`src/rtl/m_phy_lane_sync_ctrl.sv`:
```
// Lane synchroniser for an M-PHY style deserializer: comma hunting, sync confirmation and loss tracking.
// Optional sync-loss statistics counter is built only when M_PHY_SYNC_STATS_EN is defined.
module m_phy_lane_sync_ctrl #(
    parameter logic [9:0]  COMMA_DEFAULT = 10'h0FA,
    parameter int unsigned CONFIRM_CNT   = 4,
    parameter int unsigned LOSS_THRESH   = 3
) (
    input  logic        clk,
    input  logic        reset,
    input  logic        sync_en,
    input  logic [9:0]  comma_cfg,
    input  logic [7:0]  comma_period,
    input  logic [9:0]  s2p_data,
    input  logic        s2p_valid,
    input  logic        s2p_align,
    output logic [9:0]  comma_char,
    output logic        unlock,
    output logic        lane_sync,
    output logic [9:0]  rx_data,
    output logic        rx_valid,
    output logic        rx_is_comma,
    output logic [3:0]  err_cnt,
    output logic [15:0] loss_cnt
);

    localparam int unsigned PERIOD_W = 8;
    localparam int unsigned GOOD_W   = 8;
    localparam int unsigned ERR_W    = 4;

    typedef enum logic [2:0] {
        DISABLED,
        WAIT_ALIGN,
        CONFIRM,
        SYNC,
        RELOCK
    } state_t;

    state_t              state;
    logic [PERIOD_W-1:0] period_cnt;
    logic [GOOD_W-1:0]   good_cnt;

    logic             is_comma_c;
    logic             at_slot_c;
    logic             good_c;
    logic             bad_c;
    logic [ERR_W-1:0] err_inc_c;

    // Symbol classification against the expected comma slot
    always_comb begin
        is_comma_c = (s2p_data == comma_char);
        at_slot_c  = (comma_period != 8'd0) && (period_cnt == (comma_period - 8'd1));
        good_c     = s2p_valid && is_comma_c && (at_slot_c || (comma_period == 8'd0));
        bad_c      = s2p_valid && (comma_period != 8'd0) && (is_comma_c != at_slot_c);
        err_inc_c  = (err_cnt == 4'hF) ? err_cnt : (err_cnt + 4'd1);
    end

    always_ff @(posedge clk) begin
        if (reset) begin
            state       <= DISABLED;
            comma_char  <= COMMA_DEFAULT;
            unlock      <= 1'b0;
            lane_sync   <= 1'b0;
            rx_data     <= 10'd0;
            rx_valid    <= 1'b0;
            rx_is_comma <= 1'b0;
            err_cnt     <= 4'd0;
            period_cnt  <= 8'd0;
            good_cnt    <= 8'd0;
`ifdef M_PHY_SYNC_STATS_EN
            loss_cnt    <= 16'd0;
`endif
        end else begin
            unlock      <= 1'b0;
            lane_sync   <= 1'b0;
            rx_valid    <= s2p_valid && (state == SYNC);
            rx_is_comma <= is_comma_c;
            if (state == SYNC) begin
                rx_data <= s2p_data;
            end

            if (state == DISABLED) begin
                comma_char <= comma_cfg;
            end

            // Period counter only runs while hunting or locked; a comma or a slot error restarts it
            if ((state == CONFIRM) || (state == SYNC)) begin
                if (s2p_valid) begin
                    period_cnt <= (is_comma_c || bad_c) ? 8'd0 : (period_cnt + 8'd1);
                end
            end else begin
                period_cnt <= 8'd0;
            end

            if (!sync_en) begin
                state <= DISABLED;
            end else begin
                case (state)
                    DISABLED: begin
                        state    <= WAIT_ALIGN;
                        good_cnt <= 8'd0;
                        err_cnt  <= 4'd0;
                    end
                    WAIT_ALIGN: begin
                        if (s2p_align) begin
                            state    <= CONFIRM;
                            good_cnt <= 8'd0;
                        end
                    end
                    CONFIRM: begin
                        if (!s2p_align) begin
                            state <= WAIT_ALIGN;
                        end else if (bad_c) begin
                            state  <= RELOCK;
                            unlock <= 1'b1;
                        end else if (good_c) begin
                            good_cnt <= good_cnt + 8'd1;
                            if ((good_cnt + 8'd1) == GOOD_W'(CONFIRM_CNT)) begin
                                state     <= SYNC;
                                lane_sync <= 1'b1;
                            end
                        end
                    end
                    SYNC: begin
                        if (!s2p_align) begin
                            state <= WAIT_ALIGN;
`ifdef M_PHY_SYNC_STATS_EN
                            if (loss_cnt != 16'hFFFF) loss_cnt <= loss_cnt + 16'd1;
`endif
                        end else begin
                            lane_sync <= 1'b1;
                            if (bad_c) begin
                                err_cnt <= err_inc_c;
                                if (err_inc_c >= ERR_W'(LOSS_THRESH)) begin
                                    state     <= RELOCK;
                                    unlock    <= 1'b1;
                                    lane_sync <= 1'b0;
`ifdef M_PHY_SYNC_STATS_EN
                                    if (loss_cnt != 16'hFFFF) loss_cnt <= loss_cnt + 16'd1;
`endif
                                end
                            end else if (good_c && (err_cnt != 4'd0)) begin
                                err_cnt <= err_cnt - 4'd1;
                            end
                        end
                    end
                    RELOCK: begin
                        state   <= WAIT_ALIGN;
                        err_cnt <= 4'd0;
                    end
                    default: state <= DISABLED;
                endcase
            end
        end
    end

`ifndef M_PHY_SYNC_STATS_EN
    assign loss_cnt = 16'd0;
`endif

endmodule

```
`config.mk`:
```
export PLATFORM = sky130hd
export DESIGN_NAME = m_phy_lane_sync_ctrl
export DESIGN_NICKNAME = d
export VERILOG_FILES = /design/src/rtl/m_phy_lane_sync_ctrl.sv
export SDC_FILE = /design/constraint.sdc
export NUM_CORES = 1
export LEC_CHECK = 0
export BUFFER_PORTS_ARGS = -buffer_cell sky130_fd_sc_hd__buf_2
export CAP_MARGIN = 20
export CORE_ASPECT_RATIO = 1.4
export CORE_UTILIZATION = 52
export DETAILED_ROUTE_END_ITERATION = 10
export PLACE_DENSITY = 0.83
export SYNTH_ARGS = -nofsm -noshare
export SYNTH_HDL_FRONTEND = slang
export SYNTH_SLANG_ARGS = --single-unit
```
`constraint.sdc`:
```
create_clock -name clk -period 4.2 [get_ports clk]
set_input_delay 0.63 -clock clk [delete_from_list [all_inputs] [get_ports clk]]
set_output_delay 0.63 -clock clk [all_outputs]
set_load 0.02 [all_outputs]
```
==> impl_metrics.json, run 1 <==
{
  "cp_data_arrival_time_ps": 3470,
  "cts_inserted_buffers": 5,
  "synth_area_leaders": "dfxtp_1 (34%), nand2_1 (6.8%), a21oi_1 (5.7%), xnor2_1 (5.4%), buf_4 (4.4%)",
  "dp_cells": 460,
  "grt_antenna_before_repair": 0,
  "grt_pass1_vias": 2371,
  "status": "finished, final reports clean",
  "h-tree-depth": 2,
  "num_io_pins": 77,
  "n_antenna_cell": 0,
  "synthToLayoutAreaGrowth_pct": 14.0,
  "seq_area_um2": 941,
  "cap_violations": 0,
  "wl_um": 6410,
  "firstDrtPassIters": 4,
  "grt_usage_pct": 23.7,
  "drc": 0,
  "async_reset_ff_share_pct": 0,
  "ys_types": 53,
  "synth_edf_count": 0,
  "place_congestion": 0.883,
  "grt_max_degree": 31,
  "grt_pass1_wl_um": 10400,
  "cts_setup_buffers": 0,
  "leakage_uw": 0.00128,
  "min_path_type": "register to register",
  "fin_crit_ps": 3240,
  "yosysTopAreaCell": "dfxtp_1",
  "skew_ps": 9.29,
  "cp-start-kind": "primary input",
  "internal-power_uw": 663,
  "end_kind": "register",
  "p_seq_share_pct": 51.1,
  "p_comb_share_pct": 16.6,
  "cts_root_buf": "clkbuf_8",
  "initial_core_util_pct": 55.4,
  "drt_iter0_drc": 71,
  "dieArea_mm2": 0.00558,
  "core_area_mm2": 0.00495,
  "layout_commonest_cell": "buf_2",
  "rows": 30,
  "vias_per_cell": 5.58,
  "netlist_area_mm2": 0.00274,
  "rsz0062_at_grt": "false",
  "cts_sinks": 47,
  "drtAntennaViolNets": 0,
  "maxSlewHeadroom_pct": 59.8,
  "cts_resized": 0,
  "drive_above_1_share_pct": 21.0,
  "fin_nets": 442,
  "final_cell_mix": "buf_2 (60), nand2_1 (50), dfxtp_1 (47)",
  "fin_crit_sh_pct": 77.1,
  "grt_overflow_total": 0,
  "chipHeight_um": 88.0,
  "finalHoldWorstSlack_ps": 453,
  "postSynthAreaPerCell_um2": 7.91,
  "synth_seq_cells": 47,
  "final_cells": 468,
  "p_sw_uw": 260,
  "finalSetupViolCount": 0,
  "hold_buffers": 0,
  "slew_violations": 0,
  "hold_violations": 0,
  "required_ps": 4430,
  "multi_input_area_mm2": 0.00166,
  "clkTransAtPathRegs_ps": 80,
  "dp_hpwl_um": 4810,
  "synthCells": 347,
  "cts.path.max_buffers": 2,
  "yosysSeqAreaShare_pct": 34.3,
  "routedWlPerCell_um": 13.7,
  "path_max_fanout": 10,
  "fmax_mhz": 309,
  "port-buffer-count": 60,
  "num-fill-cells": 482,
  "cts_tree": "done",
  "synth-main-ff-cell": "dfxtp_1",
  "synth_warnings": 0,
  "crit_type": "primary input to register",
  "vias": 2612,
  "worstMarginPinSlew_ps": 602,
  "p_sw_share_pct": 28.2,
  "power.share.clock_pct": 32.3,
  "setup-tns-final_ps": 0,
  "power_density_mw_per_mm2": 295,
  "synth_top_area_share_pct": 34.3,
  "vdd_ir_drop_max_uv": 219,
  "fin_util_pct": 63.2,
  "die_x_um": 63.4,
  "clock_latency_ps": 300
}
==> stage by stage <==
stage	setup slack [ps]	cell area [µm²]	power (µW)
floorplan	1040	2800	595
global placement	736	3030	630
detailed placement	642	3030	635
CTS	964	3130	929
global route	814	3130	966
finish	961	3130	923
==> kinds of logic (layout without fill, tap and decap cells) <==
logic type | after synthesis | after routing | share of synthesized area [%]
compound gates | 75 | 75 | 16.3
simple gates | 146 | 146 | 27.9
buf+inv | 38 | 80 | 7.43
other cells | 1 | 16 | 0.137
fa+ha+maj | 6 | 6 | 2.74
xor+xnor | 28 | 28 | 8.94
mux | 6 | 6 | 2.23
flops | 47 | 47 | 34.3
==> final timing paths <==
path / slack (ps) / depth (start not counted) / startpoint / to
max reg2reg: 1400 / 8 / period_cnt[3]$_SDFFE_PP0P_ / good_cnt[7]$_SDFFE_PP0P_
max: 960 / 9 / comma_period[2] / good_cnt[7]$_SDFFE_PP0P_
min: 450 / 2 / rx_data[7]$_SDFFE_PP0P_ / rx_data[7]$_SDFFE_PP0P_
min reg2reg: 450 / 2 / rx_data[7]$_SDFFE_PP0P_ / rx_data[7]$_SDFFE_PP0P_
==> cell type report <==
class                           count  share of cell area (%)
Clock buffer                        8                    3.20
Timing Repair Buffer               62                    10.1
Tap cell                           64                    2.56
Multi-Input combinational cell    277                    52.9
Inverter                           10                    1.20
Sequential cell                    47                    30.1
==> power groups by stage <==
| stage | clock network [µW] | registers, µW | logic (µW) |
|---|---|---|---|
| 5_1_grt | 323 | 474 | 169 |
| 2_1_floorplan | 0 | 493 | 103 |
| 3_3_place_gp | 0 | 481 | 149 |
| 3_5_place_dp | 0 | 482 | 153 |
| 6_report | 298 | 472 | 153 |
| 4_1_cts | 304 | 471 | 153 |
==> routing by layer <==
metal	routed length [µm]	share of wire, %	track usage (%)
met1	2530	40	25.4
met2	3390	53	44.1
met3	388	6.1	5.86
met4	105	1.6	9.50
met5	0	0	0
==> worst max-delay path, stage by stage <==
cell and delay (ps):
buf_2 140, or4_2 680, nor3_1 210, a2bb2oi_1 130, nor4_4 420, o2111ai_1 160
a311o_2 480, or4_1 480, a21oi_1 140
==> flip-flops by register name (all words and copies together) (netlist names) <==
signal and flops:
unlock 1, rx_is_comma 1, state 3, comma_char 10, err_cnt 4, rx_data 10, good_cnt 8, rx_valid 1
lane_sync 1, period_cnt 8
==> synthesized netlist by cell type (8+ instances only) <==
library cell / number
nand2_1: 50
dfxtp_1: 47
a21oi_1: 31
nor2_1: 25
o21ai_0: 22
xnor2_1: 17
buf_4: 16
nand3_1: 16
clkbuf_1: 11
xor2_1: 11
inv_1: 9
nor3_1: 8
Power figures use the tool's default switching activity.
==> run 2: changes to the inputs <==
Settings changed: ABC_AREA set to 1, CORE_UTILIZATION 52 to 53.
Clock period 4.2 ns to 3.1 ns, I/O delays scaled along.
==> impl_metrics.json, run 2 <==
{
  "status": "finished, final reports clean",
  "synth_area_leaders": "dfxtp_1 (32%), nand2_1 (13%), nor2_1 (9.4%), inv_1 (7.1%), nand3_1 (4.7%)",
  "p_seq_share_pct": 44.9,
  "cts_sinks": 47,
  "critPathMostFrequentCell": "nand2_1",
  "hold_buffers": 0,
  "slew_violations": 0,
  "drt_iter0_drc": 105,
  "skew_ps": 6.02,
  "drive_above_1_share_pct": 18.0,
  "synth_warnings": 0,
  "cts_inserted_buffers": 5,
  "synth_edf_count": 0,
  "synth_seq_cells": 47,
  "grt_max_degree": 27,
  "fin_crit_sh_pct": 69.1,
  "vias": 2894,
  "cp-start-kind": "primary input",
  "cts_resized": 0,
  "core_area_mm2": 0.00528,
  "cap_violations": 0,
  "path_buf_inv": 4,
  "hold_violations": 0,
  "critPathSlowestCell": "ha_1",
  "cts.path.max_buffers": 2,
  "power_density_mw_per_mm2": 438,
  "postSynthAreaPerCell_um2": 6.58,
  "internal-power_uw": 1020,
  "grt_pass1_wl_um": 11200,
  "cts_setup_buffers": 0,
  "rows": 31,
  "drc": 0,
  "vdd_ir_drop_max_uv": 337,
  "required_ps": 3300,
  "h-tree-depth": 2,
  "ys_types": 40,
  "port-buffer-count": 60,
  "critPathTopFamily": "simple AND/OR/NAND/NOR gates",
  "synthToLayoutAreaGrowth_pct": 14.1,
  "routedWlPerCell_um": 11.4,
  "power.share.clock_pct": 32.3,
  "vias_per_cell": 5.01,
  "pre_cts_ws_ps": 643,
  "p_comb_share_pct": 22.8,
  "p_sw_share_pct": 31.3,
  "grt_pass1_vias": 2703,
  "setup-tns-final_ps": 0,
  "clock_latency_ps": 300,
  "crit_chain": "buf_2 -> inv_2 -> ha_1 -> nand2_1 -> nor2_1 -> nand2_1 -> nand2_1 -> nand2_1 -> nor2_1 -> nand3_2 -> nand2_2 -> nand3_4 -> nand2_1 -> inv_1 -> nand2_1 -> nand3_2 -> o21ai_0 -> inv_1",
  "n_antenna_cell": 0,
  "finalSetupViolCount": 0,
  "cpPeakStageDelay_ps": 240,
  "final_cell_mix": "nand2_1 (99), nor2_1 (74), buf_2 (60)",
  "grt_antenna_before_repair": 0,
  "rsz0062_at_grt": "false",
  "crit_type": "primary input to register",
  "finalWorstSetupSlack_ps": 958,
  "chipHeight_um": 90.5,
  "synthCells": 451,
  "grt_usage_pct": 23.5,
  "yosysSeqAreaShare_pct": 31.7,
  "wl_um": 6590,
  "synth_top_area_share_pct": 31.7,
  "cts_tree": "done",
  "yosysTopAreaCell": "dfxtp_1",
  "async_reset_ff_share_pct": 0,
  "worstMarginPinSlew_ps": 695,
  "maxSlewHeadroom_pct": 53.6,
  "p_sw_uw": 464,
  "reg.largest.list": "comma_char: 10 flops, rx_data: 10 flops",
  "place_congestion": 0.963,
  "synth-main-ff-cell": "dfxtp_1",
  "fmax_mhz": 467,
  "fin_util_pct": 64.2,
  "dp_hpwl_um": 5220,
  "netlist_area_mm2": 0.00297,
  "path_max_fanout": 16,
  "end_kind": "register",
  "leakage_uw": 0.00174,
  "fin_crit_ps": 2140,
  "cp_data_arrival_time_ps": 2340,
  "drtAntennaViolNets": 0,
  "cts_root_buf": "clkbuf_8",
  "num_io_pins": 77,
  "firstDrtPassIters": 4,
  "fin_nets": 550,
  "grt_overflow_total": 0,
  "yosysMostFrequentCell": "nand2_1",
  "clkTransAtPathRegs_ps": 90,
  "min_path_type": "primary input to register",
  "initial_core_util_pct": 56.3,
  "total_power_uw": 1480,
  "ys_top_cells_by_count": "nand2_1 (99), nor2_1 (74), inv_1 (56)",
  "layout_commonest_cell": "nand2_1",
  "die_x_um": 65.2,
  "dieArea_mm2": 0.00591
}
## run 2: area by class of cell
| class | instances | area (µm²) |
|---|---|---|
| Fill cell | 497 | 1890 |
| Multi-Input combinational cell | 335 | 1700 |
| Sequential cell | 47 | 941 |
| Timing Repair Buffer | 62 | 315 |
| Inverter | 60 | 225 |
| Clock buffer | 6 | 82.6 |
| Tap cell | 66 | 82.6 |
| Clock inverter | 2 | 38.8 |
## run 2: per-stage QoR
stage                     std cells  hold slack [ps]  area (µm²)
final                           578              376        3390
after detailed placement        570              479        3260
after CTS                       578              373        3390
after floorplan                 466              462        3020
after global placement          570              472        3260
after global routing            578              368        3390
## run 2: cells by family after synthesis
| kind of cell | count (synthesis) | share of synthesized area, % |
|---|---|---|
| AO/OA/AOI/OAI | 66 | 12.9 |
| XOR/XNOR | 19 | 5.61 |
| adder cells (fa/ha/maj) | 6 | 2.53 |
| buffers and inverters | 84 | 12.9 |
| flip-flops | 47 | 31.7 |
| other | 1 | 0.126 |
| AND/OR/NAND/NOR | 228 | 34.2 |
## run 2: per-layer routing
metal	global-route usage (%)	part of all wire [%]
met1	25.2	40
met5	0	0
met4	6.70	0.30
met3	4.04	5.3
met2	45.1	54
## run 2: path summary, 6_finish.rpt
kind / startpoint / end / slack, ps / cells after the start
min reg2reg: good_cnt[1]$_SDFFE_PP0P_ / good_cnt[1]$_SDFFE_PP0P_ / 490 / 2
max reg2reg: good_cnt[0]$_SDFFE_PP0P_ / state[1]$_SDFFE_PP0P_ / 1130 / 12
min: comma_cfg[7] / comma_char[7]$_SDFFE_PP1N_ / 380 / 3
max: comma_period[0] / state[1]$_SDFFE_PP0P_ / 960 / 18
## run 2: worst reg2reg max path: stages, from the launching register on
cell      delay [ps]
dfxtp_1          380
ha_1             220
nand3_1          120
nor2_1           140
nand2_1           80
xnor2_1          140
nand3b_1         160
nor2_1           180
nor2_1            60
nand3_1           90
nand3_2          120
o21ai_0          150
inv_1             50
## run 2: power groups by stage
| stage | clock, µW | combinational (µW) | sequential, µW |
|---|---|---|---|
| floorplan | 0 | 228 | 704 |
| global placement | 0 | 329 | 677 |
| detailed placement | 0 | 337 | 679 |
| CTS | 485 | 339 | 665 |
| global route | 511 | 382 | 671 |
| finish | 478 | 338 | 666 |
